**config.mk**
```make
export PLATFORM = sky130hd
export DESIGN_NAME = uart_rx_stream
export DESIGN_NICKNAME = d
export VERILOG_FILES = /design/src/rtl/uart_pkg.sv /design/src/rtl/uart_baud_tick.sv /design/src/rtl/uart_rx_stream.sv
export SDC_FILE = /design/constraint.sdc
export NUM_CORES = 1
export LEC_CHECK = 0
export CAP_MARGIN = 20
export CORE_ASPECT_RATIO = 0.6
export CORE_MARGIN = 2
export CORE_UTILIZATION = 50
export CTS_CLUSTER_DIAMETER = 40
export DETAILED_ROUTE_END_ITERATION = 10
export HOLD_SLACK_MARGIN = 0.08
export PLACE_DENSITY_LB_ADDON = 0.08
export SLEW_MARGIN = 15
export SYNTH_ARGS = -nofsm -noshare
export SYNTH_HDL_FRONTEND = slang
export SYNTH_SLANG_ARGS = --single-unit
```
**constraint.sdc**
```tcl
create_clock -name clk -period 2.9 [get_ports clk]
set_clock_uncertainty 0.05 [all_clocks]
set_input_delay 0.87 -clock clk [delete_from_list [all_inputs] [get_ports clk]]
set_output_delay 0.87 -clock clk [all_outputs]
set_load 0.02 [all_outputs]
```
**src/rtl/uart_pkg.sv**
```systemverilog
// Shared types and constants for the UART receive path.
// Oversampling ratio and mid-bit sample point are fixed here so tx/rx agree.
package uart_pkg;

  typedef enum logic [2:0] {
    IDLE,
    START,
    DATA,
    STOP,
    BREAK
  } uart_rx_state_t;

  localparam int OVERSAMPLE = 16;
  localparam int MID_SAMPLE = 8;

endpackage

```
**src/rtl/uart_baud_tick.sv**
```systemverilog
// Oversample tick generator: down-counter reloading with max(i_prescale,1)-1, one tick at zero.
// Advances only while clk_en is high; i_reload realigns the phase.
module uart_baud_tick #(
  parameter int PRESCALE_WIDTH = 16
) (
  input  logic                      clk,
  input  logic                      rst,
  input  logic                      clk_en,
  input  logic [PRESCALE_WIDTH-1:0] i_prescale,
  input  logic                      i_reload,
  output logic                      o_tick
);

  logic [PRESCALE_WIDTH-1:0] r_cnt;
  logic [PRESCALE_WIDTH-1:0] w_reload_val;

  // A prescale of zero behaves like one: tick on every enabled cycle.
  assign w_reload_val = (i_prescale == '0) ? '0 : i_prescale - PRESCALE_WIDTH'(1);
  assign o_tick       = clk_en & ~i_reload & (r_cnt == '0);

  always_ff @(posedge clk) begin
    if (rst) begin
      r_cnt <= '0;
    end else if (i_reload) begin
      r_cnt <= w_reload_val;
    end else if (clk_en) begin
      r_cnt <= (r_cnt == '0) ? w_reload_val : r_cnt - PRESCALE_WIDTH'(1);
    end
  end

endmodule

```
**src/rtl/uart_rx_stream.sv**
```systemverilog
// 8N1 UART receiver, 16x oversampled, byte out on valid/ready with a one-entry holding register.
// A byte arriving while the holding register is still full is dropped and flagged as overrun.
module uart_rx_stream
  import uart_pkg::*;
#(
  parameter int DATA_WIDTH     = 8,
  parameter int PRESCALE_WIDTH = 16
) (
  input  logic                      clk,
  input  logic                      rst,
  input  logic                      clk_en,
  input  logic [PRESCALE_WIDTH-1:0] i_prescale,
  input  logic                      i_rxd,
  output logic [DATA_WIDTH-1:0]     o_data,
  output logic                      o_valid,
  input  logic                      i_out_ready,
  output logic                      o_busy,
  output logic                      o_frame_error,
  output logic                      o_overrun_error
);

  localparam int              BW        = (DATA_WIDTH > 1) ? $clog2(DATA_WIDTH) : 1;
  localparam logic [BW-1:0]   LAST_BIT  = BW'(DATA_WIDTH - 1);
  localparam logic [3:0]      LAST_TICK = 4'(OVERSAMPLE - 1);
  localparam logic [3:0]      MID_TICK  = 4'(MID_SAMPLE - 1);

  uart_rx_state_t        r_state;
  logic                  r_sync1;
  logic                  r_sync2;
  logic [3:0]            r_tick_cnt;
  logic [BW-1:0]         r_bit_cnt;
  logic [DATA_WIDTH-1:0] r_shift;
  logic [DATA_WIDTH-1:0] r_data;
  logic                  r_valid;
  logic                  r_frame_error;
  logic                  r_overrun_error;
  logic                  w_rxd;
  logic                  w_tick;
  logic                  w_reload;

  assign w_rxd    = r_sync2;
  assign w_reload = (r_state == IDLE) & ~w_rxd;

  uart_baud_tick #(
    .PRESCALE_WIDTH(PRESCALE_WIDTH)
  ) u_baud_tick (
    .clk       (clk),
    .rst       (rst),
    .clk_en    (clk_en),
    .i_prescale(i_prescale),
    .i_reload  (w_reload),
    .o_tick    (w_tick)
  );

  always_ff @(posedge clk) begin
    if (rst) begin
      r_state         <= IDLE;
      r_sync1         <= 1'b1;
      r_sync2         <= 1'b1;
      r_tick_cnt      <= '0;
      r_bit_cnt       <= '0;
      r_shift         <= '0;
      r_data          <= '0;
      r_valid         <= 1'b0;
      r_frame_error   <= 1'b0;
      r_overrun_error <= 1'b0;
    end else begin
      r_sync1         <= i_rxd;
      r_sync2         <= r_sync1;
      r_frame_error   <= 1'b0;
      r_overrun_error <= 1'b0;
      if (r_valid && i_out_ready) r_valid <= 1'b0;

      case (r_state)
        IDLE: begin
          r_tick_cnt <= '0;
          if (!w_rxd) r_state <= START;
        end
        START: begin
          if (w_tick) begin
            if (r_tick_cnt == MID_TICK) begin
              // Line back high at mid start bit means it was only a glitch.
              r_tick_cnt <= '0;
              r_bit_cnt  <= '0;
              r_state    <= w_rxd ? IDLE : DATA;
            end else begin
              r_tick_cnt <= r_tick_cnt + 4'd1;
            end
          end
        end
        DATA: begin
          if (w_tick) begin
            r_tick_cnt <= r_tick_cnt + 4'd1;
            if (r_tick_cnt == LAST_TICK) begin
              r_shift <= {w_rxd, r_shift[DATA_WIDTH-1:1]};
              if (r_bit_cnt == LAST_BIT) r_state <= STOP;
              else                       r_bit_cnt <= r_bit_cnt + BW'(1);
            end
          end
        end
        STOP: begin
          if (w_tick) begin
            r_tick_cnt <= r_tick_cnt + 4'd1;
            if (r_tick_cnt == LAST_TICK) begin
              if (w_rxd) begin
                r_state <= IDLE;
                if (!r_valid || i_out_ready) begin
                  r_data  <= r_shift;
                  r_valid <= 1'b1;
                end else begin
                  r_overrun_error <= 1'b1;
                end
              end else begin
                r_frame_error <= 1'b1;
                r_state       <= BREAK;
              end
            end
          end
        end
        BREAK: begin
          if (w_rxd) r_state <= IDLE;
        end
        default: r_state <= IDLE;
      endcase
    end
  end

  assign o_data          = r_data;
  assign o_valid         = r_valid;
  assign o_busy          = (r_state != IDLE);
  assign o_frame_error   = r_frame_error;
  assign o_overrun_error = r_overrun_error;

endmodule

```
==> results.md <==
* Most frequent cells in the layout: dfxtp_1, buf_4, nor2_1
* Layout Nets at 423
* Vias at 2798
* Tot GR Track Use at 25.9%
* Port bufs at 32
* First-pass GRT wire length at 12.3 mm
* Vias in the first global route at 2423
* CP Capture Type: flip-flop
* Max VDD drop at 0.459 mV
* Cells after synthesis at 332
* Final Hold Vio Count at 0
* Min-delay worst type: flip-flop to flip-flop
* Clk buf depth at 2
* Post-layout util at 69.8%
* Synthesis-to-finish area growth at 32.5%
* Leak at 0.00142 uW
* Largest net degree at the start of global routing at 50
* Via density at 6.04
* Die height at 61.1 um
* Final min period at 2.71 ns
* Status: finished, final reports clean
* Number of fill cells in the layout at 424
* Worst skew pair latency at 0.30 ns
* Worst rel slew slack at 64.1%
* Antenna Cells at 0
* Final wirelength at 7.66 mm
* Commonest non-fill, non-tap cell in the layout: dfxtp_1
* Starting Density at 52.7%
* Core Rows at 20
* Non-Filler Cell Area, Final at 3600 um^2
* CTS tree: built
* Final Setup Violations at 0
* CTS Sinks at 47
* Clk slew on worst S/H paths at 0.09 ns
* Yosys warns at 0
* Synthesized area at 2720 um^2
* Slew @ Worst Pin at 0.534 ns
* Initial DRC Count at 218
* Mapped Nets at 359
* Fin Setup TNS at 0 ns
* Area after detailed placement at 3360 um^2
* Netlist cell types at 50
* Hold Buf Count CTS at 0
* Chip Width at 99.2 um
* EDFF count, synth at 0
* DRC at 0
* Layout cell share with drive strength beyond 1 at 19.1%
* CP max FO at 5
* CP required at 3.04 ns
* Tcrit/Tclk final at 93.5%
* GPL Wtd Cong at 0.983
* Cell Pwr Density at 752 nW/um^2
* Hpwl dp at 5.61 mm
* Post-route ant nets at 0
* Root buffer cell: clkbuf_8
* IO Count at 33
* RSZ-0062 raised after global routing: no
* Achievable frequency at 0.369 GHz
* Reg2Reg Setup Slack at 0.33 ns
* DR WL/cell at 16.5 um
* Max Cap Viol at 0
* Async SR Flop Fraction at 0%
* Num CTS Buffers at 5
* Crit start category: input port
* Max-slew violations at 0
* GRT overflow at 0
* Die area at 6060 um^2
* Commonest register cell after synthesis: dfxtp_1
* Mean post-synth cell area at 8.19 um^2
* Crit Path Class: input port to flip-flop
* CTS H-tree depth at 2
* Core area at 5150 um^2
* Antenna violations before repair at 0
* Total iterations of the first detailed-routing run at 5
* Hold_ws at 0.375 ns
* Sequential area share after synthesis at 34.6%
* Crit path DAT at 2.85 ns
* Synth Register Bits at 47
## state kept, by name (all words and copies together) (netlist names)
| name | count |
|---|---|
| r_sync1 | 1 |
| o_frame_error | 1 |
| r_tick_cnt | 4 |
| r_sync2 | 1 |
| r_bit_cnt | 3 |
| r_shift | 8 |
| o_data | 8 |
| r_state | 3 |
| u_baud_tick.r_cnt | 16 |
| o_valid | 1 |
| o_overrun_error | 1 |
## repair_timing
| item | in CTS | in global routing |
|---|---|---|
| setup buffers | 3 | 4 |
| endpoints found under the setup margin | 14 | 4 |
| pin swaps | 1 | 8 |
| gates resized for setup | 6 | 16 |
| hold endpoints to repair | 0 | 0 |
## metrics by stage
step	power (uW)	worst slack [ns]	cells
after floorplan	1680	0.0742	332
after global routing	2880	0.0787	463
final	2710	0.188	463
after CTS	2590	0.00280	459
after detailed placement	2100	-0.523	448
after global placement	2080	-0.467	448
## logic make-up (layout without fill, tap and decap cells)
kind of cell	count (synthesis)	count (layout)	synth area share (%)
mux	17	17	6.26
compound gates	71	71	16.2
buf+inv	28	93	4.05
xor+xnor	10	10	3.22
simple gates	153	153	32.9
flops	47	47	34.6
fa+ha+maj	6	6	2.76
## power breakdown
group,internal (uW),total (uW),switching (uW)
Sequential,743,872,129
Clock,257,490,233
Combinational,583,1350,763
## final timing paths
path | start | endpoint | cells past startpoint
setup / recovery | i_prescale[6] | u_baud_tick.r_cnt[5]$_SDFFE_PP0P_ | 7
setup reg to reg | u_baud_tick.r_cnt[0]$_SDFFE_PP0P_ | u_baud_tick.r_cnt[12]$_SDFFE_PP0P_ | 7
hold / removal | r_sync1$_SDFF_PP1_ | r_sync2$_SDFF_PP1_ | 1
hold reg to reg | r_sync1$_SDFF_PP1_ | r_sync2$_SDFF_PP1_ | 1
## critical path, stage by stage
cell             delay, ns
clkdlybuf4s50_1       0.45
or3b_4                0.42
or2_4                 0.26
o32a_4                0.43
buf_4                 0.15
a32oi_1               0.16
a21oi_1               0.10
## Yosys cell counts (all sizes together), types with 4 or more instances
master,n,area share (%)
a211oi,5,1.4
a21oi,19,3.5
a22oi,4,1.1
a31oi,6,1.4
buf,4,0.74
clkbuf,15,2.1
dfxtp,47,35
ha,6,2.8
inv,9,1.2
mux2i,17,6.3
nand2,15,2.1
nand2b,6,1.4
nand3,14,2.6
nand3b,5,1.4
nor2,37,5.1
nor3,19,3.5
nor3b,5,1.4
nor4,9,3.2
o21ai,22,4.1
or2,4,0.92
or3,11,2.5
or4,8,2.3
or4b,4,1.5
xnor2,7,2.3
## final cells by class
cell class              count  area, um^2  share of cell area [%]
multi-input cells         257        1720                    47.8
flip-flops and latches     47         941                    26.1
repair buffers             76         711                    19.7
well taps                  66        82.6                    2.29
clock buffers               5        68.8                    1.91
clock inverters             3        43.8                    1.22
inverters                   9        33.8                   0.938
## metal layers
layer,routed length (um),up-vias,global-route usage [%]
met1,3920,1286,42.3
met5,0,-,0
met2,2870,138,33.0
met3,820,5,6.81
li1,-,1369,-
met4,45,0,4.70
Note: power is estimated with default switching activity, not from simulation.
